--- config.mk ---
export PLATFORM = sky130hd
export DESIGN_NAME = wrd_decision
export DESIGN_NICKNAME = d
export VERILOG_FILES = /design/src/rtl/wrd_decision.sv
export SDC_FILE = /design/constraint.sdc
export NUM_CORES = 1
export LEC_CHECK = 0
export CAP_MARGIN = 15
export CORE_MARGIN = 5
export CORE_UTILIZATION = 30
export DETAILED_ROUTE_END_ITERATION = 7
export GPL_ROUTABILITY_DRIVEN = 0
export PLACE_DENSITY = 0.51
export SLEW_MARGIN = 25
export SYNTH_ARGS = -nofsm -noshare
export SYNTH_HDL_FRONTEND = slang
export SYNTH_SLANG_ARGS = --single-unit
--- constraint.sdc ---
create_clock -name clk_i -period 3.6 [get_ports clk_i]
set_input_delay 0.54 -clock clk_i [delete_from_list [all_inputs] [get_ports clk_i]]
set_output_delay 0.54 -clock clk_i [all_outputs]
set_load 0.03 [all_outputs]
--- src/rtl/wrd_decision.sv ---
// Word-recognition decision stage: a sequential signed argmax over the class scores,
// then a threshold, a consecutive-win debounce and a holdoff that gate a one-cycle wake pulse.
module wrd_decision #(
  parameter int                     I_BW           = 24,
  parameter int                     NUM_CLASSES    = 3,
  parameter int                     WAKE_CLASS     = 1,
  parameter logic signed [I_BW-1:0] THRESHOLD      = '0,
  parameter int                     CONSEC_COUNT   = 2,
  parameter int                     HOLDOFF_CYCLES = 16,
  parameter int                     C_BW           = (NUM_CLASSES > 1) ? $clog2(NUM_CLASSES) : 1
) (
  input  logic                        clk_i,
  input  logic                        rst_i,
  input  logic [NUM_CLASSES*I_BW-1:0] data_i,
  input  logic                        valid_i,
  input  logic                        last_i,
  output logic                        ready_o,
  output logic [C_BW-1:0]             class_o,
  output logic [I_BW-1:0]             score_o,
  output logic                        class_valid_o,
  output logic                        wake_o,
  output logic                        drop_o
);

  localparam int CB = (CONSEC_COUNT > 1) ? $clog2(CONSEC_COUNT) : 1;
  localparam int HB = (HOLDOFF_CYCLES > 0) ? $clog2(HOLDOFF_CYCLES + 1) : 1;

  localparam logic [C_BW-1:0] LAST_IDX     = C_BW'(NUM_CLASSES - 1);
  localparam logic [C_BW-1:0] WAKE_IDX     = C_BW'(WAKE_CLASS);
  localparam logic [CB-1:0]   CONSEC_LAST  = CB'(CONSEC_COUNT - 1);
  localparam logic [HB-1:0]   HOLDOFF_LOAD = HB'(HOLDOFF_CYCLES);

  typedef enum logic [1:0] {
    ST_IDLE,
    ST_SCAN,
    ST_DONE
  } state_t;

  state_t                     state_q, state_d;
  logic [NUM_CLASSES*I_BW-1:0] vec_q, vec_d;
  logic [C_BW-1:0]            idx_q, idx_d;
  logic [C_BW-1:0]            best_idx_q, best_idx_d;
  logic signed [I_BW-1:0]     best_q, best_d;
  logic [C_BW-1:0]            class_q, class_d;
  logic [I_BW-1:0]            score_q, score_d;
  logic                       class_valid_q, class_valid_d;
  logic                       wake_q, wake_d;
  logic                       drop_q, drop_d;
  logic [CB-1:0]              consec_q, consec_d;
  logic [HB-1:0]              holdoff_q, holdoff_d;

  logic                       decide;
  logic [C_BW-1:0]            cand_idx;
  logic signed [I_BW-1:0]     cand_score;
  logic                       eligible;

  logic signed [I_BW-1:0]     score_w [NUM_CLASSES];

  genvar gi;
  generate
    for (gi = 0; gi < NUM_CLASSES; gi++) begin : g_unpack
      assign score_w[gi] = vec_q[gi*I_BW +: I_BW];
    end
  endgenerate

  // End-of-packet framing is handled upstream; one valid arrives per packet.
  logic unused_last;
  assign unused_last = last_i;

  always_comb begin
    state_d       = state_q;
    vec_d         = vec_q;
    idx_d         = idx_q;
    best_idx_d    = best_idx_q;
    best_d        = best_q;
    class_d       = class_q;
    score_d       = score_q;
    class_valid_d = 1'b0;
    wake_d        = 1'b0;
    drop_d        = drop_q;
    consec_d      = consec_q;
    holdoff_d     = (holdoff_q != '0) ? holdoff_q - HB'(1) : holdoff_q;
    decide        = 1'b0;
    cand_idx      = best_idx_q;
    cand_score    = best_q;
    eligible      = 1'b0;

    case (state_q)
      ST_IDLE: begin
        if (valid_i) begin
          vec_d      = data_i;
          best_d     = data_i[I_BW-1:0];
          best_idx_d = '0;
          idx_d      = C_BW'(1);
          if (NUM_CLASSES == 1) begin
            state_d    = ST_DONE;
            decide     = 1'b1;
            cand_idx   = '0;
            cand_score = data_i[I_BW-1:0];
          end else begin
            state_d = ST_SCAN;
          end
        end
      end
      ST_SCAN: begin
        // Strict compare so ties keep the lower index.
        if (score_w[idx_q] > best_q) begin
          best_d     = score_w[idx_q];
          best_idx_d = idx_q;
          cand_score = score_w[idx_q];
          cand_idx   = idx_q;
        end
        if (idx_q == LAST_IDX) begin
          state_d = ST_DONE;
          decide  = 1'b1;
        end else begin
          idx_d = idx_q + C_BW'(1);
        end
      end
      ST_DONE: state_d = ST_IDLE;
      default: state_d = ST_IDLE;
    endcase

    if (valid_i && (state_q != ST_IDLE)) begin
      drop_d = 1'b1;
    end

    // The decision is folded in on the edge entering DONE so its outputs show during DONE.
    if (decide) begin
      class_d       = cand_idx;
      score_d       = cand_score;
      class_valid_d = 1'b1;
      eligible      = (cand_idx == WAKE_IDX) && (cand_score >= THRESHOLD);
      if (holdoff_q != '0) begin
        consec_d = '0;
      end else if (eligible && (consec_q == CONSEC_LAST)) begin
        wake_d    = 1'b1;
        consec_d  = '0;
        holdoff_d = HOLDOFF_LOAD;
      end else if (eligible) begin
        consec_d = consec_q + CB'(1);
      end else begin
        consec_d = '0;
      end
    end
  end

  always_ff @(posedge clk_i) begin
    if (rst_i) begin
      state_q       <= ST_IDLE;
      vec_q         <= '0;
      idx_q         <= '0;
      best_idx_q    <= '0;
      best_q        <= '0;
      class_q       <= '0;
      score_q       <= '0;
      class_valid_q <= 1'b0;
      wake_q        <= 1'b0;
      drop_q        <= 1'b0;
      consec_q      <= '0;
      holdoff_q     <= '0;
    end else begin
      state_q       <= state_d;
      vec_q         <= vec_d;
      idx_q         <= idx_d;
      best_idx_q    <= best_idx_d;
      best_q        <= best_d;
      class_q       <= class_d;
      score_q       <= score_d;
      class_valid_q <= class_valid_d;
      wake_q        <= wake_d;
      drop_q        <= drop_d;
      consec_q      <= consec_d;
      holdoff_q     <= holdoff_d;
    end
  end

  assign ready_o       = (state_q == ST_IDLE);
  assign class_o       = class_q;
  assign score_o       = score_q;
  assign class_valid_o = class_valid_q;
  assign wake_o        = wake_q;
  assign drop_o        = drop_q;

endmodule

* After elaboration in Yosys (flattened, before gate mapping)
Index checks and enable logic that the tools add are counted.
** Storage, ports and cells
- Bits in registers :: 137
- Output and inout port bits :: 30
- Input bits :: 76
- Logic and storage cells :: 65
** Cells by class
- $lt $le $gt $ge :: 3
- Equality and inequality tests :: 6
- Muxes and demuxes :: 27
- Reduce and logical (&&, ||, !) cells :: 12
- $add $sub $neg :: 3
- Bitwise gates (word level) :: 2
** Operators with widths (count)
- $mux 24 :: 5
- $bmux 24 s2 :: 1
- $pmux 24 s2 :: 1
- $ge 24x1->1 const B :: 1
- $gt 24x24->1 :: 1
- $mux 5 :: 4
- $mux 2 :: 6
- $pmux 2 s2 :: 3
- $mux 1 :: 7
- $ne 2x2->1 const B :: 3
- $reduce_and 2->1 :: 3
- $reduce_bool 5->1 :: 1
- $sub 5x1->5 const B :: 1
- $eq 2x1->1 const B :: 2
- $reduce_bool 2->1 :: 2
- $ge 3x3->1 const B :: 1
- $logic_and 1x1->1 :: 3
- $not 2->3 :: 1
- $reduce_and 3->1 :: 1
- $reduce_or 3->1 :: 1
- $add 2x1->2 const B :: 1
- $eq 2x2->1 const B :: 1
- $logic_not 2->1 :: 1
- $add 1x1->1 const B :: 1
- $not 1->1 :: 1

* Logic depth before layout (Yosys ltp)
Gate-level depths: netlist of the first run.
- Depth in word-level cells :: 13
- Gate-level depth with buffers :: 17
- Depth with buffers taken out :: 13

* Worst setup path after synthesis of the first run
No wires, ideal clock.
- Kind :: reg2reg
- Start :: register idx_q[0]
- End :: register holdoff_q[4]
- Library setup time :: 0.134 ns
- Arrival time :: 3.409 ns
- Slack :: 0.057 ns
- Clock period less this slack :: 3.543 ns
- Required time :: 3.466 ns
- Path buffers :: 2
- Cell stages (with the launch flop) :: 14
- Cell sequence :: dfxtp_1 -> clkbuf_1 -> buf_1 -> mux2i_1 -> o21ai_0 -> ha_1 -> a21oi_1 -> o21ai_0 -> a2111oi_1 -> o41a_2 -> mux2_4 -> nor2_8 -> mux2i_1 -> o22ai_1
** On the way
- Longest elaborated chain between the ends :: 13
- Elaborated cells on any way between the ends :: 19
- Those cells by class :: 2 x order compare; 2 x eq/ne; 12 x mux; 1 x bitwise; 2 x reduce/logical
** Ends and longest elaborated chain
- start: declaration :: line 41 : logic [C_BW-1:0] idx_q, idx_d;
- start signal: assignment :: line 165 : idx_q <= idx_d;
- $not 2->3 (implied by the code) :: line 107, 110
- $bmux 24 s2 :: line 107, 110
- $mux 24 (implied by the code) (2 in series) :: line 107, 110
- $gt 24x24->1 :: line 107 : if (score_w[idx_q] > best_q) begin
- $mux 24 / $mux 2 (equally long branches) :: line 107
- $mux 24 / $mux 2 (equally long branches) :: line 88 : case (state_q)
- $ge 24x1->1 / $eq 2x1->1 (equally long branches) :: line 133 : eligible = (cand_idx == WAKE_IDX) && (cand_score >= THRESHOLD);
- $logic_and 1x1->1 :: line 133
- $logic_and 1x1->1 :: line 136 : end else if (eligible && (consec_q == CONSEC_LAST)) begin
- $mux 5 :: line 136
- $mux 5 :: line 134 : if (holdoff_q != '0) begin
- $mux 5 * :: line 129 : if (decide) begin
- end signal: assignment :: line 174 : holdoff_q <= holdoff_d;
- end: declaration :: line 50 : logic [HB-1:0] holdoff_q, holdoff_d;
Mark *: on every way between the ends. The rest lies on a longest branch, timed or not. The select of a mux whose other input is x is not followed.
A chain may end at the register's enable or synchronous reset.

* Final worst setup path of the first run
- Start :: register idx_q[0]
- End :: register holdoff_q[1]
Same word-level chain as after synthesis.

==> metrics.md, run 1 <==
| Metric | Value |
|---|---|
| Run status | `finished, final reports clean` |
| Hold/Removal Path Class | `flip-flop to flip-flop` |
| Measured slew at the worst slew-check pin | `0.923 ns` |
| First-pass GRT wire length | `28300 um` |
| Worst Reg-to-Reg Cells | `13` |
| Synth unique cells | `39` |
| Final Hold Vio Count | `0` |
| Core box area | `0.0202 mm^2` |
| NumNets Final | `999` |
| Sequential fraction of the synthesis area | `44.7%` |
| Clk slew on worst S/H paths | `0.06 ns` |
| Mapped Area | `0.00614 mm^2` |
| Initial antenna violation count | `0` |
| CP Data Required Time | `3.91 ns` |
| Area taken by multi-input logic gates | `0.00312 mm^2` |
| Final period utilization | `95.2%` |
| Crit path kind | `flip-flop to flip-flop` |
| Initial Util | `30.5%` |
| Largest net degree at the start of global routing | `76` |
| Total Power | `4780 uW` |
| Pwr Density | `577 mW/mm^2` |
| Die area | `0.0234 mm^2` |
| Leading area contributor after synthesis | `dfxtp_1` |
| R2R Path End | `holdoff_q[1]$_SDFF_PP0_` |
| Remaining DRCs | `0` |
| Post-DP HPWL | `12700 um` |
| Yosys top cell area share | `44.7%` |
| Via count | `5436` |
| Top post-synthesis cells by area | `dfxtp_1 (45%), nand2_1 (14%), a21oi_1 (8.9%)` |
| Clk buf depth | `2` |
| Post-route ant nets | `0` |
| GRT Resource Usage Total | `14.8%` |
| Clock Sink Count | `137` |
| Die W | `153 um` |
| Crit path max fanout | `26` |
| Number of diodes | `0` |
| Register area | `0.00274 mm^2` |
| Number of clock buffers inserted by TritonCTS | `17` |
| Relative slew slack | `38.3%` |
| Hold_ws | `0.453 ns` |
| Fin. max-slew vios | `0` |
| Share of layout cells above drive strength 1 | `7.91%` |
| Top-count cell post-synth | `nand2_1` |
| Post-cts resize count | `0` |
| RSZ-0062 raised after global routing | `no` |
| Worst skew pair latency | `0.42 ns` |
| Clock skew | `0.00746 ns` |
| First-pass iteration count of the detailed router | `4` |
| Area Overhead vs Synth | `34.9%` |
| Vias in the first global route | `5228` |
| Min cycle time layout | `3.43 ns` |
| RR Startpoint | `idx_q[0]$_SDFFE_PP0P_` |
| Max_cap viols | `0` |
| CTS tree | `done` |
| Syn avg cell area | `7.65 um^2` |
| Leak pwr | `0.00307 uW` |
| Setup bufs post-CTS | `0` |
| DRT iter0 DRCs | `347` |
| Die height | `153 um` |
| Fmax | `292 MHz` |
| Synth warn | `0` |
| DR vias/cell | `4.61` |
| EDFF count, synth | `0` |
| Setup TNS | `0 ns` |
| Worst Path Arrival | `3.74 ns` |
| Crit path from | `idx_q[0]$_SDFFE_PP0P_` |
| Filler instances | `2090` |
| Clock root buffer | `clkbuf_16` |
| I/O Buffers | `104` |
| Wirelength, routed | `17500 um` |
| Critical Path End Type | `flip-flop` |
| CTS Hold Bufs | `0` |
| Fraction of registers with async set/reset | `0%` |
| Gate Count Post-Synth | `803` |
| Top cells by count, synth | `nand2_1 (231), dfxtp_1 (137), a21oi_1 (109)` |
| WL per Instance | `14.8 um` |
| H-tree levels | `4` |
| Ports | `106` |
| Syn_nets | `905` |
| Final core utilization | `41.1%` |
| Crit path to | `holdoff_q[1]$_SDFF_PP0_` |
| Gr ovfl total | `0` |
| Max IR drop VDD | `311 uV` |
| Most used flip-flop cell after synthesis | `dfxtp_1` |
| R2R Setup Slk | `0.17 ns` |
| CP Launch Type | `flip-flop` |
| Final number of setup-violating endpoints | `0` |
| Seq cells post-synth | `137` |
| Cell row count | `52` |
## placed cells by master (no fill, tap or decap), types with 2 or more instances in the layout
master           instances
a211oi_1                 3
a21oi_1                109
a31oi_1                 24
a41o_1                   2
buf_12                   4
buf_4                   20
bufinv_16                7
clkbuf_16               17
clkbuf_8                 3
clkdlybuf4s50_1        103
clkinv_4                 2
dfxtp_1                137
ha_1                    26
inv_1                   30
mux2i_1                 24
nand2_1                230
nand3_1                 31
nand4_1                  3
nor2_1                  41
nor2b_1                  2
nor3_1                   8
o211ai_1                 3
o21ai_0                 36
o21ai_1                 10
o22ai_1                  4
o22ai_2                  2
xnor2_1                  3
## state kept, by name (all words and copies together) (netlist names)
name and flops:
drop_o 1, class_o 2, best_idx_q 2, wake_o 1, best_q 24, idx_q 2
class_valid_o 1, consec_q 1, holdoff_q 5, score_o 24, state_q 2, vec_q 72
## final cells by class
cell class | count | area share [%]
clock inverters | 11 | 2.90
multi-input cells | 583 | 37.6
clock buffers | 21 | 5.68
flip-flops and latches | 137 | 33.1
well taps | 270 | 4.08
repair buffers | 127 | 15.2
inverters | 31 | 1.40
## worst min path at each step
stage / startpoint / to / slack (ns) / cells after the start
after detailed placement: vec_q[23]$_SDFFE_PP0P_ / vec_q[23]$_SDFFE_PP0P_ / 0.45 / 2
after global placement: vec_q[22]$_SDFFE_PP0P_ / vec_q[22]$_SDFFE_PP0P_ / 0.44 / 2
after CTS: vec_q[23]$_SDFFE_PP0P_ / vec_q[23]$_SDFFE_PP0P_ / 0.45 / 2
final: vec_q[24]$_SDFFE_PP0P_ / vec_q[24]$_SDFFE_PP0P_ / 0.45 / 2
after floorplan: vec_q[0]$_SDFFE_PP0P_ / vec_q[0]$_SDFFE_PP0P_ / 0.44 / 2
after global routing: vec_q[24]$_SDFFE_PP0P_ / vec_q[24]$_SDFFE_PP0P_ / 0.47 / 2
## cells by family (layout without fill, tap and decap cells)
kind of cell | Yosys count | count (layout) | synth area share (%)
multiplexers | 27 | 27 | 4.48
buffers and inverters | 83 | 190 | 5.46
flip-flops | 137 | 137 | 44.7
AND/OR/NAND/NOR | 327 | 327 | 22.0
AO/OA/AOI/OAI | 200 | 200 | 17.7
adder cells (fa/ha/maj) | 26 | 26 | 5.30
XOR/XNOR | 3 | 3 | 0.428
## metrics by stage
step | cell area, um^2 | setup WS (ns) | cells
floorplan | 6140 | 0.0574 | 803
global route | 8290 | 0.00552 | 1180
finish | 8290 | 0.172 | 1180
CTS | 8250 | 0.00961 | 1180
global placement | 7540 | 0.0505 | 1148
detailed placement | 7540 | 0.0328 | 1148
## power by group
part | switching [uW] | internal [uW] | total [uW]
sequential | 61.3 | 1620 | 1680
clock | 663 | 1430 | 2090
combinational | 594 | 420 | 1010
total | 1320 | 3470 | 4780
## layer usage
metal	vias to the layer above	global-route usage, %	wire [um]
li1	2905	-	-
met1	2408	22.3	9280
met2	107	21.3	7300
met3	16	2.69	635
met4	0	4.79	240
met5	-	0	0
## critical path, stage by stage, from the launching register on
cell	delay [ns]
dfxtp_1	0.41
buf_12	0.23
mux2i_1	0.09
o21ai_0	0.44
ha_1	0.35
a211oi_1	0.24
nor2_1	0.08
or3_1	0.34
o211ai_1	0.25
mux2_4	0.28
nor2_8	0.06
mux2i_2	0.17
buf_4	0.17
a41o_1	0.21
Power figures use the tool's default switching activity.
==> run 2, diff against run 1 <==
--- a/config.mk
+++ b/config.mk
@@ -5,7 +5,6 @@
 export SDC_FILE = /design/constraint.sdc
 export NUM_CORES = 1
 export LEC_CHECK = 0
-export CAP_MARGIN = 15
 export CORE_MARGIN = 5
 export CORE_UTILIZATION = 30
 export DETAILED_ROUTE_END_ITERATION = 7
==> results of run 2 <==
No change in the layout: final DEF, timing and power equal those of run 1.
==> run 3, diff against run 2 <==
--- a/config.mk
+++ b/config.mk
@@ -5,11 +5,12 @@
 export SDC_FILE = /design/constraint.sdc
 export NUM_CORES = 1
 export LEC_CHECK = 0
+export CAP_MARGIN = 15
 export CORE_MARGIN = 5
-export CORE_UTILIZATION = 30
+export CORE_UTILIZATION = 48
 export DETAILED_ROUTE_END_ITERATION = 7
 export GPL_ROUTABILITY_DRIVEN = 0
-export PLACE_DENSITY = 0.51
+export PLACE_DENSITY = 0.75
 export SLEW_MARGIN = 25
 export SYNTH_ARGS = -nofsm -noshare
 export SYNTH_HDL_FRONTEND = slang
==> run 3 against run 2 <==
Critical path depth stayed put. Via count is 5.0% higher. Largest cell class unchanged. Critical endpoint unchanged. Wire length is 8.9% lower. Combinational power hardly changed.
==> metrics.md, run 3 (synthesized netlist as in run 1, its figures left out) <==
| Metric | Value |
|---|---|
| Max IR drop VDD | `419 uV (+35%)` |
| DRT iter0 DRCs | `386 (+11%)` |
| Clk buf depth | `2 (unchanged)` |
| Initial antenna violation count | `0 (unchanged)` |
| Critical Path End Type | `flip-flop` |
| DR vias/cell | `5.30 (+15%)` |
| Most flops, register | `vec_q` |
| GRT Resource Usage Total | `21.8% (+6.9 points)` |
| Worst skew pair latency | `0.42 ns (about the same)` |
| Via count | `5710 (+5.0%)` |
| Run status | `finished, final reports clean` |
| Crit path kind | `flip-flop to flip-flop` |
| Clock Sink Count | `137 (unchanged)` |
| I/O Buffers | `104 (unchanged)` |
| Vias in the first global route | `5315 (+1.7%)` |
| Leak pwr | `0.00299 uW (-2.7%)` |
| H-tree levels | `4 (unchanged)` |
| Area taken by multi-input logic gates | `0.00311 mm^2 (-0.12%)` |
| Register area | `0.00274 mm^2 (about the same)` |
| Share of layout cells above drive strength 1 | `7.18% (-0.73 points)` |
| CP Launch Type | `flip-flop` |
| Post-DP HPWL | `11300 um (-11%)` |
| Largest net degree at the start of global routing | `97 (+28%)` |
| Measured slew at the worst slew-check pin | `0.988 ns (+0.0658 ns)` |
| Remaining DRCs | `0 (unchanged)` |
| Hold/Removal Path Class | `input pin to flip-flop` |
| Crit-path cells | `buf_12 -> mux2i_1 -> o21ai_0 -> ha_1 -> nand4_1 -> nor4_4 -> a2111oi_1 -> o41a_2 -> mux2_4 -> nor2_8 -> mux2i_2 -> buf_4 -> a41o_1` |
| Cell row count | `41 (-21%)` |
| Slowest stage delay, CP | `0.41 ns (-0.03 ns)` |
| Clock skew | `0.00806 ns (+0.000599 ns)` |
| Number of flip-flops in the largest register | `72 (unchanged)` |
| Number of diodes | `0 (unchanged)` |
| Worst Path Arrival | `3.72 ns (-0.02 ns)` |
| Hold path depth | `2 (unchanged)` |
| Setup TNS | `0 ns (unchanged)` |
| Relative slew slack | `34.1% (-4.2 points)` |
| CP Data Required Time | `3.96 ns (+0.05 ns)` |
| Die W | `123 um (-20%)` |
| First-pass iteration count of the detailed router | `5 (+1)` |
| First-pass GRT wire length | `25900 um (-8.4%)` |
| Die area | `0.0152 mm^2 (-35%)` |
| NumNets Final | `996 (-0.30%)` |
| Wirelength, routed | `15900 um (-8.9%)` |
| Ports | `106 (unchanged)` |
| Pwr Density | `540 mW/mm^2 (-6.5%)` |
| Clk slew on worst S/H paths | `0.05 ns (about the same)` |
| Filler instances | `1112 (-47%)` |
| Most common cell after layout, fill and taps aside | `nand2_1` |
| Initial Util | `48.9% (+18 points)` |
| Final Hold Vio Count | `0 (unchanged)` |
| Post-route ant nets | `0 (unchanged)` |
| Total Power | `4320 uW (-9.8%)` |
| Number of clock buffers inserted by TritonCTS | `17 (unchanged)` |
| Clock root buffer | `clkbuf_16` |
| Final period utilization | `93.5% (-1.8 points)` |
| RSZ-0062 raised after global routing | `no` |
| Crit path max fanout | `19 (-27%)` |
| Non-Filler Instances | `1077 (-8.7%)` |
| Fmax | `297 MHz (+1.9%)` |
| Placed Cells | `1046 (-8.9%)` |
| Gr ovfl total | `0 (unchanged)` |
| Min cycle time layout | `3.36 ns (-0.0639 ns)` |
| CTS tree | `done` |
| Worst Reg-to-Reg Cells | `13 (unchanged)` |
| Area Overhead vs Synth | `30.2%` |
| CP max-delay cell | `o21ai_0` |
| Max_cap viols | `0 (unchanged)` |
| Final number of setup-violating endpoints | `0 (unchanged)` |
| Core box area | `0.0126 mm^2 (-38%)` |
| Fin. max-slew vios | `0 (unchanged)` |
| WL per Instance | `14.8 um (-0.17%)` |
| Most frequent cells in the layout | `nand2_1 (230), dfxtp_1 (136), a21oi_1 (109)` |
| Die height | `123 um (-20%)` |
==> run 3: final timing paths <==
kind	start	endpoint	slack, ns
worst max-delay path	idx_q[0]$_SDFFE_PP0P_	holdoff_q[1]$_SDFF_PP0_	0.24
worst max register to register	idx_q[0]$_SDFFE_PP0P_	holdoff_q[1]$_SDFF_PP0_	0.24
worst min-delay path	rst_i	best_q[16]$_SDFFE_PP0P_	0.44
worst min register to register	vec_q[61]$_SDFFE_PP0P_	vec_q[61]$_SDFFE_PP0P_	0.45
==> run 3: per-layer routing <==
metal	routed length [um]	share of wire [%]	vias up	global-route usage, %
met5	0	0	-	0
met4	310	1.9	0	8.51
met3	948	6.0	26	5.35
met2	6930	44	180	32.2
met1	7710	48	2607	30.6
li1	-	-	2897	-
==> run 3: cell type report <==
cell class,instances,share of cell area [%]
Inverter,31,1.46
Sequential cell,137,34.3
Timing Repair Buffer,124,15.6
Clock buffer,29,6.89
Clock inverter,1,0.0626
Tap cell,172,2.69
Multi-Input combinational cell,583,38.9
==> run 3: through the flow <==
step	worst slack [ns]	util, %	hold slack (ns)	cell area [um^2]
after global placement	0.122	58.9	0.441	7400
after detailed placement	0.0883	58.9	0.446	7400
final	0.236	63.6	0.440	8000
after CTS	0.0644	63.3	0.432	7950
after floorplan	0.0574	-	0.436	6140
after global routing	0.0316	63.6	0.443	8000
==> run 3: where the power goes <==
part / switching (uW) / internal (uW)
clock network: 595 / 1020
logic: 591 / 427
registers: 62.5 / 1620
total: 1250 / 3070
==> run 3: worst max-delay path, delay by kind of cell, from the launching register on <==
kind / cells / cell delay (ns)
compound gates: 4 / 1.19
fa+ha+maj: 1 / 0.35
buf+inv: 2 / 0.35
flops: 1 / 0.37
mux: 3 / 0.69
simple gates: 3 / 0.36
==> run 3: repair_timing <==
item	CTS	global route
resized for setup	0	14
hold buffers	0	0
setup endpoints to repair	0	53
buffers inserted	0	1
